## src/rtl/hilo_issue_ctrl_pkg.sv

```systemverilog
`default_nettype none
// ============================================================================
// Module      : hilo_issue_ctrl_pkg
// Description : XALU op codes, op classifiers, issue FSM state and slot types.
// Revision    : 1.0 - initial release
// ============================================================================
package hilo_issue_ctrl_pkg;

    localparam int c_OP_W   = 4;
    localparam int c_DATA_W = 32;

    // XALU op codes (mt* encoding shared with the multiply/divide unit)
    localparam logic [c_OP_W-1:0] c_MT_NONE       = 4'd0;
    localparam logic [c_OP_W-1:0] c_MT_MULTIPLY   = 4'd1;
    localparam logic [c_OP_W-1:0] c_MT_MULTIPLY_U = 4'd2;
    localparam logic [c_OP_W-1:0] c_MT_DIVIDE     = 4'd3;
    localparam logic [c_OP_W-1:0] c_MT_DIVIDE_U   = 4'd4;
    localparam logic [c_OP_W-1:0] c_MT_MADD       = 4'd5;
    localparam logic [c_OP_W-1:0] c_MT_MADD_U     = 4'd6;
    localparam logic [c_OP_W-1:0] c_MT_MSUB       = 4'd7;
    localparam logic [c_OP_W-1:0] c_MT_MSUB_U     = 4'd8;
    localparam logic [c_OP_W-1:0] c_MT_SET_HI     = 4'd9;
    localparam logic [c_OP_W-1:0] c_MT_SET_LO     = 4'd10;

    typedef logic [1:0] state_t;
    localparam state_t c_ST_IDLE   = 2'd0;
    localparam state_t c_ST_LAUNCH = 2'd1;
    localparam state_t c_ST_WAIT   = 2'd2;

    typedef struct packed {
        logic [c_OP_W-1:0]   ctrl;
        logic [c_DATA_W-1:0] a;
        logic [c_DATA_W-1:0] b;
    } slot_t;

    // Single-cycle register writes: XALU updates HI/LO at the start edge.
    function automatic logic is_set_op(input logic [c_OP_W-1:0] ctrl);
        return (ctrl == c_MT_SET_HI) || (ctrl == c_MT_SET_LO);
    endfunction

    // Multi-cycle ops that raise xalu_busy.
    function automatic logic is_long_op(input logic [c_OP_W-1:0] ctrl);
        logic w_long;
        case (ctrl)
            c_MT_MULTIPLY, c_MT_MULTIPLY_U,
            c_MT_DIVIDE,   c_MT_DIVIDE_U,
            c_MT_MADD,     c_MT_MADD_U,
            c_MT_MSUB,     c_MT_MSUB_U:  w_long = 1'b1;
            default:                     w_long = 1'b0;
        endcase
        return w_long;
    endfunction

endpackage : hilo_issue_ctrl_pkg
`default_nettype wire

```

## src/rtl/hilo_pend_slot.sv

```systemverilog
`default_nettype none
// ============================================================================
// Module      : hilo_pend_slot
// Description : One-entry pending op register with load/launch/flush priority.
// Revision    : 1.0 - initial release
// ============================================================================
module hilo_pend_slot
    import hilo_issue_ctrl_pkg::*;
(
    input  logic  clk,
    input  logic  reset,
    input  logic  i_load,
    input  logic  i_launch,
    input  logic  i_flush,
    input  slot_t i_data,
    output logic  o_valid,
    output slot_t o_data
);

    logic  r_valid;
    slot_t r_data;

    // A load may coincide with the launch of the previous occupant; the new
    // op wins. Launch and flush both empty the slot, so a launching op is
    // unaffected by a simultaneous flush (it has already left).
    always_ff @(posedge clk or posedge reset) begin
        if (reset) begin
            r_valid <= 1'b0;
            r_data  <= '0;
        end else if (i_load) begin
            r_valid <= 1'b1;
            r_data  <= i_data;
        end else if (i_launch || i_flush) begin
            r_valid <= 1'b0;
        end
    end

    assign o_valid = r_valid;
    assign o_data  = r_data;

endmodule : hilo_pend_slot
`default_nettype wire

```

## src/rtl/hilo_issue_ctrl.sv

```systemverilog
`default_nettype none
// ============================================================================
// Module      : hilo_issue_ctrl
// Description : EX-to-XALU issue, HI/LO interlock and read mux, stall counter.
// Revision    : 1.0 - initial release
// ============================================================================
module hilo_issue_ctrl
    import hilo_issue_ctrl_pkg::*;
#(
    parameter int CNT_W = 32
) (
    input  logic             clk,
    input  logic             reset,
    input  logic             op_valid,
    input  logic [3:0]       op_ctrl,
    input  logic [31:0]      op_a,
    input  logic [31:0]      op_b,
    input  logic             rd_valid,
    input  logic             rd_hi,
    input  logic             flush,
    output logic             pipe_stall,
    output logic [31:0]      rd_data,
    output logic             xalu_start,
    output logic [3:0]       xalu_ctrl,
    output logic [31:0]      xalu_a,
    output logic [31:0]      xalu_b,
    input  logic             xalu_busy,
    input  logic [31:0]      xalu_hi,
    input  logic [31:0]      xalu_lo,
    output logic [CNT_W-1:0] stall_cycles
);

    localparam logic [CNT_W-1:0] c_CNT_MAX = '1;
    localparam logic [CNT_W-1:0] c_CNT_ONE = {{(CNT_W-1){1'b0}}, 1'b1};

    state_t           r_state;
    state_t           w_state_nxt;
    logic [CNT_W-1:0] r_stall_cnt;

    logic  w_slot_v;
    slot_t w_slot;
    slot_t w_op_data;
    logic  w_launch;
    logic  w_op_stall;
    logic  w_rd_stall;
    logic  w_pipe_stall;
    logic  w_op_accept;

    // Launch only from IDLE so MADD/MSUB see the previous op's final HI/LO.
    assign w_launch   = w_slot_v && (r_state == c_ST_IDLE);

    assign w_op_stall = op_valid && w_slot_v && !w_launch;
    assign w_rd_stall = rd_valid && !((r_state == c_ST_IDLE) && !w_slot_v);
    assign w_pipe_stall = !flush && (w_op_stall || w_rd_stall);

    assign w_op_accept = op_valid && !w_pipe_stall && !flush;
    assign w_op_data   = {op_ctrl, op_a, op_b};

    hilo_pend_slot u_slot (
        .clk      (clk),
        .reset    (reset),
        .i_load   (w_op_accept),
        .i_launch (w_launch),
        .i_flush  (flush),
        .i_data   (w_op_data),
        .o_valid  (w_slot_v),
        .o_data   (w_slot)
    );

    always_comb begin
        w_state_nxt = r_state;
        case (r_state)
            c_ST_IDLE: begin
                if (w_launch && is_long_op(w_slot.ctrl)) begin
                    w_state_nxt = c_ST_LAUNCH;
                end
            end
            c_ST_LAUNCH: begin
                w_state_nxt = c_ST_WAIT;
            end
            c_ST_WAIT: begin
                if (!xalu_busy) begin
                    w_state_nxt = c_ST_IDLE;
                end
            end
            default: begin
                w_state_nxt = c_ST_IDLE;
            end
        endcase
    end

    always_ff @(posedge clk or posedge reset) begin
        if (reset) begin
            r_state <= c_ST_IDLE;
        end else begin
            r_state <= w_state_nxt;
        end
    end

    always_ff @(posedge clk or posedge reset) begin
        if (reset) begin
            r_stall_cnt <= '0;
        end else if (w_pipe_stall && (r_stall_cnt != c_CNT_MAX)) begin
            r_stall_cnt <= r_stall_cnt + c_CNT_ONE;
        end
    end

    assign pipe_stall   = w_pipe_stall;
    assign rd_data      = rd_hi ? xalu_hi : xalu_lo;
    assign xalu_start   = w_launch;
    assign xalu_ctrl    = w_slot.ctrl;
    assign xalu_a       = w_slot.a;
    assign xalu_b       = w_slot.b;
    assign stall_cycles = r_stall_cnt;

endmodule : hilo_issue_ctrl
`default_nettype wire
```

## config.mk

```make
export PLATFORM = sky130hd
export DESIGN_NAME = hilo_issue_ctrl
export DESIGN_NICKNAME = d
export VERILOG_FILES = /design/src/rtl/hilo_issue_ctrl_pkg.sv /design/src/rtl/hilo_pend_slot.sv /design/src/rtl/hilo_issue_ctrl.sv
export SDC_FILE = /design/constraint.sdc
export NUM_CORES = 1
export LEC_CHECK = 0
export CORE_UTILIZATION = 30
export DETAILED_ROUTE_END_ITERATION = 6
export DONT_BUFFER_PORTS = 1
export MAX_ROUTING_LAYER = met4
export PLACE_DENSITY = 0.48
export SLEW_MARGIN = 10
export SYNTH_ARGS = -nofsm -noshare
export SYNTH_HDL_FRONTEND = slang
export SYNTH_SLANG_ARGS = --single-unit
```

## constraint.sdc

```tcl
create_clock -name clk -period 4.3 [get_ports clk]
set_input_delay 1.29 -clock clk [delete_from_list [all_inputs] [get_ports clk]]
set_output_delay 1.29 -clock clk [all_outputs]
set_load 0.02 [all_outputs]
```

Word level (Yosys, flattened, before mapping)
Memory sizes are Yosys's and may differ from the RTL's.
Index checks and enable logic that the tools add are counted.
{"block": "totals", "reg_bits": 103, "romBits": 16, "output_inout_bits": 134, "mem_count": 1}
{"block": "classes", "add_sub_neg": 1, "n_eq_ne": 5, "muxes": 7, "n_reduce_logical": 20}
{"name": "(no name shown)", "words": 16, "word_bits": 1, "rd": 1, "rd_ports_with_merged_regs": 0, "write_ports": 0, "line": "hilo_issue_ctrl_pkg.sv:44", "text": "case (ctrl)"}
{"op": "adder 32 x 1 -> 32 bit, second input constant", "n": 1}
{"op": "2-to-1 mux 32 bit", "n": 1}
{"op": "inequality test 32 bit, second input constant", "n": 1}
{"op": "logical AND 1 bit", "n": 10}
{"op": "case mux 2 bit (3 select lines)", "n": 1}
{"op": "zero test 1 bit", "n": 5}
{"op": "2-to-1 mux 2 bit", "n": 2}
{"op": "2-to-1 mux 1 bit", "n": 3}
{"op": "== test 2 x 1 -> 1 bit, second input constant", "n": 1}
{"op": "== test 2 bit, second input constant", "n": 1}
{"op": "zero test 2 bit", "n": 1}
{"op": "logical OR 1 bit", "n": 2}
{"op": "inequality test 2 x 1 -> 1 bit, second input constant", "n": 1}
{"op": "inequality test 2 bit, second input constant", "n": 1}
{"op": "AND reduction 2 bit", "n": 1}
{"op": "nonzero test 2 bit", "n": 1}

Depth between registers and ports, before layout
{"block": "depth", "ltp_word": 10, "ltp_mapped": 6, "depth_no_buf": 6}

Cells and area by module
Synthesis repeated with hierarchy kept, for this count alone.
{"block": "unflattened", "hier_cells": 339, "area_unflattened_um2": 4749.6}
{"module": "hilo_pend_slot", "n_inst": 1, "cells_per_inst": 148, "area_each_um2": 2600.0, "seq_area_each_um2": 1726.7}
{"module": "hilo_issue_ctrl", "n_inst": 1, "cells_per_inst": 191, "area_each_um2": 2149.6, "seq_area_each_um2": 850.8}

Worst setup path after synthesis
Ideal clock, no wire load.
{"block": "synth_path", "path_kind": "input -> output", "start": "input port rd_hi", "end": "output port rd_data[10]", "arrival_time_ps": 2234, "t_required_ps": 3010, "setup_slack_ps": 776, "path_stages": 3, "path_buffers": 2, "path_cell_list": "clkbuf_1 -> buf_1 -> mux2_2"}
{"block": "synth_via", "elab_chain_cells": 1}
{"item": "start: declaration", "line": "hilo_issue_ctrl.sv:19", "text": "input logic rd_hi,"}
{"item": "2-to-1 mux 32 bit", "line": "hilo_issue_ctrl.sv:109", "text": "assign rd_data = rd_hi ? xalu_hi : xalu_lo;"}
{"item": "end: declaration", "line": "hilo_issue_ctrl.sv:22", "text": "output logic [31:0] rd_data,"}
No other way between the ends.

Worst setup path in the final report
{"block": "layout_path", "start": "input port op_valid", "end": "output port pipe_stall"}
{"block": "layout_via", "elab_chain_cells": 4}
{"item": "start: declaration", "line": "hilo_issue_ctrl.sv:14", "text": "input logic op_valid,"}
{"item": "logical AND 1 bit (2 in a row)", "line": "hilo_issue_ctrl.sv:52", "text": "assign w_op_stall = op_valid && w_slot_v && !w_launch;"}
{"item": "logical OR 1 bit", "line": "hilo_issue_ctrl.sv:54", "text": "assign w_pipe_stall = !flush && (w_op_stall || w_rd_stall);"}
{"item": "logical AND 1 bit", "line": "hilo_issue_ctrl.sv:54"}
{"item": "end: declaration", "line": "hilo_issue_ctrl.sv:21", "text": "output logic pipe_stall,"}
No other way between the ends.

==> results.toml <==
[synth]
synth_top_area_share_pct = 55.27
synth_fp_nets = 487
syn_avg_cell_area_um2 = 13.44
synthFlopType = "dfrtp_1"
ys_seq_elements = 103
yosysWarnings = 0
ys_seq_area_share_pct = 55.27
syn_area_mm2 = 0.004663
yosysTopAreaCell = "dfrtp_1"
ys_top_cells_by_area = "dfrtp_1, mux2_2, xor2_1, xnor2_1, nand4_1"
synth_cells = 347
synth_edf_count = 0
ys_types = 42
async_reset_ff_share_pct = 100.0

[critical_path]
crit_family = "compound AO/OA/AOI/OAI gates"
crit_required_ps = 3010
worst-path-buf-inv = 2
max_stage_delay_ps = 290
crit_fanout = 9
start_kind = "primary input"
cp_data_arrival_time_ps = 2050
slowest_stage = "a21oi_2"
crit_chain = "a21o_1 > a21oi_2 > clkinv_1 > buf_4"
criticalPathCategory = "primary input to primary output"
end_kind = "primary output"

[sta]
slew_headroom_pct = 54.17
fin_worst_skew_ps = 8.305
tightest_slew_ps = 682.4
hold_violations = 0
holdWs_ps = 526.3
setup_tns_ps = 0
period_needed_ps = 3343
maxSlewViolCount = 0
fmax_mhz = 299.1
setup_viol = 0
finalCritPeriodShare_pct = 77.74
rsz0062_at_grt = "no"
finalWorstSetupSlack_ps = 957.2

[route]
vias_per_cell = 5.188
first_pass_iters = 4
post-route-drc-count = 0
drtAntennaViolNets = 0
wl_per_cell_um = 19.99
routed_wl_mm = 10.85
vias = 2817
drt_iter0_drc = 94

[layout]
nNetsFinal = 488
syn_to_final_growth_pct = 11.40
layout_commonest_cell = "dfrtp_1"
drive_gt1_share_pct = 36.54
layout_common_cells = "dfrtp_1, mux2_2, xor2_1"
n_fill_cell = 1474
utilization_pct = 34.17

[power]
seqPwrFrac_pct = 56.8
p_int_mw = 1.815
vdd_drop_max_mv = 0.2363
swShare_pct = 32.92
power_leakage_nw = 2.215
p_switching_mw = 0.8907
total_power_mw = 2.706
pwr-share-comb_pct = 13.3
clock_power_share_pct = 29.9
p_per_area_mw_per_mm2 = 520.9

[cts]
cts_buffers = 9
cts_max_level = 3
clockBufferDepth = 2
clkSinkCount = 103
root_buffer = "clkbuf_16"
clk_latency_ps = 340
clkTransAtPathRegs_ps = 60
cts_setup_buffers = 0
ctsHoldBuffers = 0
cts_tree = "done"
cts-resized-gates = 0

[floorplanning]
rows = 45
core-area_mm2 = 0.01520
die_area_mm2 = 0.01605
initial_core_util_pct = 30.67
die_h_um = 126.7
io_pins = 273
die_w_um = 126.7

[min_path]
hp-class = "register to register"

[grt]
grt_util_all_layers_pct = 13.55
first_global_vias = 2829
antenna_found_initial = 1
grt_overflow = 0
grt_pass1_wl_mm = 16.09
grt_max_degree = 104

[outcome]
status = "completed"

[place]
place_congestion = 0.7616
port_buffers = 0
pre_cts_ws_ps = 956.3
hpwl_mm = 8.051

[flow_run]
maxCapViolations = 0
-- kinds of logic (layout without fill, tap and decap cells) --
logic type | after synthesis | in the layout | synth area share (%)
fa+ha+maj | 1 | 1 | 0.2683
other cells | 0 | 2 | 0
xor+xnor | 29 | 29 | 5.447
mux | 103 | 103 | 24.85
compound gates | 11 | 11 | 1.986
simple gates | 85 | 85 | 10.92
buf+inv | 15 | 21 | 1.261
flops | 103 | 103 | 55.27
-- final timing paths --
path	start	depth (start not counted)	to	slack [ps]
max reg2reg	stall_cycles[14]	5	stall_cycles[27]	1930
min	r_state[0]	1	r_state[1]	530
max in group asynchronous	reset	2	u_slot.o_data[63]	2930
min in group asynchronous	reset	2	u_slot.o_data[38]	940
max	op_valid	4	pipe_stall	960
min reg2reg	r_state[0]	1	r_state[1]	530
-- power by group through the flow --
stage | sequential [mW] | combinational (mW) | clock (mW)
global placement | 1.56 | 0.354 | 0
global route | 1.56 | 0.394 | 0.887
detailed placement | 1.56 | 0.369 | 0
finish | 1.54 | 0.359 | 0.808
floorplan | 1.50 | 0.318 | 0
CTS | 1.54 | 0.368 | 0.845
-- registers in the layout, indices dropped and copies added, names as in the netlist --
| register | count |
|---|---|
| r_state | 2 |
| stall_cycles | 32 |
| u_slot.o_data | 68 |
| u_slot.o_valid | 1 |
-- stage by stage --
step / cells / instance area [µm²]
floorplan: 347 / 4663
global placement: 525 / 4897
detailed placement: 525 / 4897
CTS: 541 / 5190
global route: 542 / 5192
finish: 543 / 5195
-- worst register-to-register path: stages (launching register included) --
cell and delay, ps:
dfrtp_1 600, nand4_2 240, or3_4 470, nor4_4 600
nor4_1 170, xor2_1 180
-- Yosys cell counts (all sizes together), types with 2 or more instances --
cell type	count
a31oi	2
nor3	10
nand4	13
nor4b	3
and3	4
xor2	19
nand2	15
nor2	11
a21oi	3
xnor2	10
buf	10
and2	5
nand3	9
clkbuf	3
and4	7
mux2	102
dfrtp	103
nor4	2
or3	2
-- layer usage --
metal / vias up / GRT usage (%) / wire (µm)
met1: 1420 / 18.17 / 4967
li1: 1253 / - / -
met3: 11 / 5.399 / 893
met5: - / - / 0
met2: 133 / 18.07 / 4842
met4: 0 / 5.252 / 148
-- layout make-up --
cell class / count / area [µm²] / area share [%]
Inverter: 2 / 10.01 / 0.1927
Clock inverter: 3 / 42.54 / 0.8189
Antenna cell: 2 / 5.005 / 0.09634
Clock buffer: 13 / 250.2 / 4.817
Multi-Input combinational cell: 229 / 2027 / 39.02
Timing Repair Buffer: 3 / 47.55 / 0.9152
Tap cell: 188 / 235.2 / 4.528
Sequential cell: 103 / 2577 / 49.61
No activity file was read; power rests on OpenSTA's default activity.
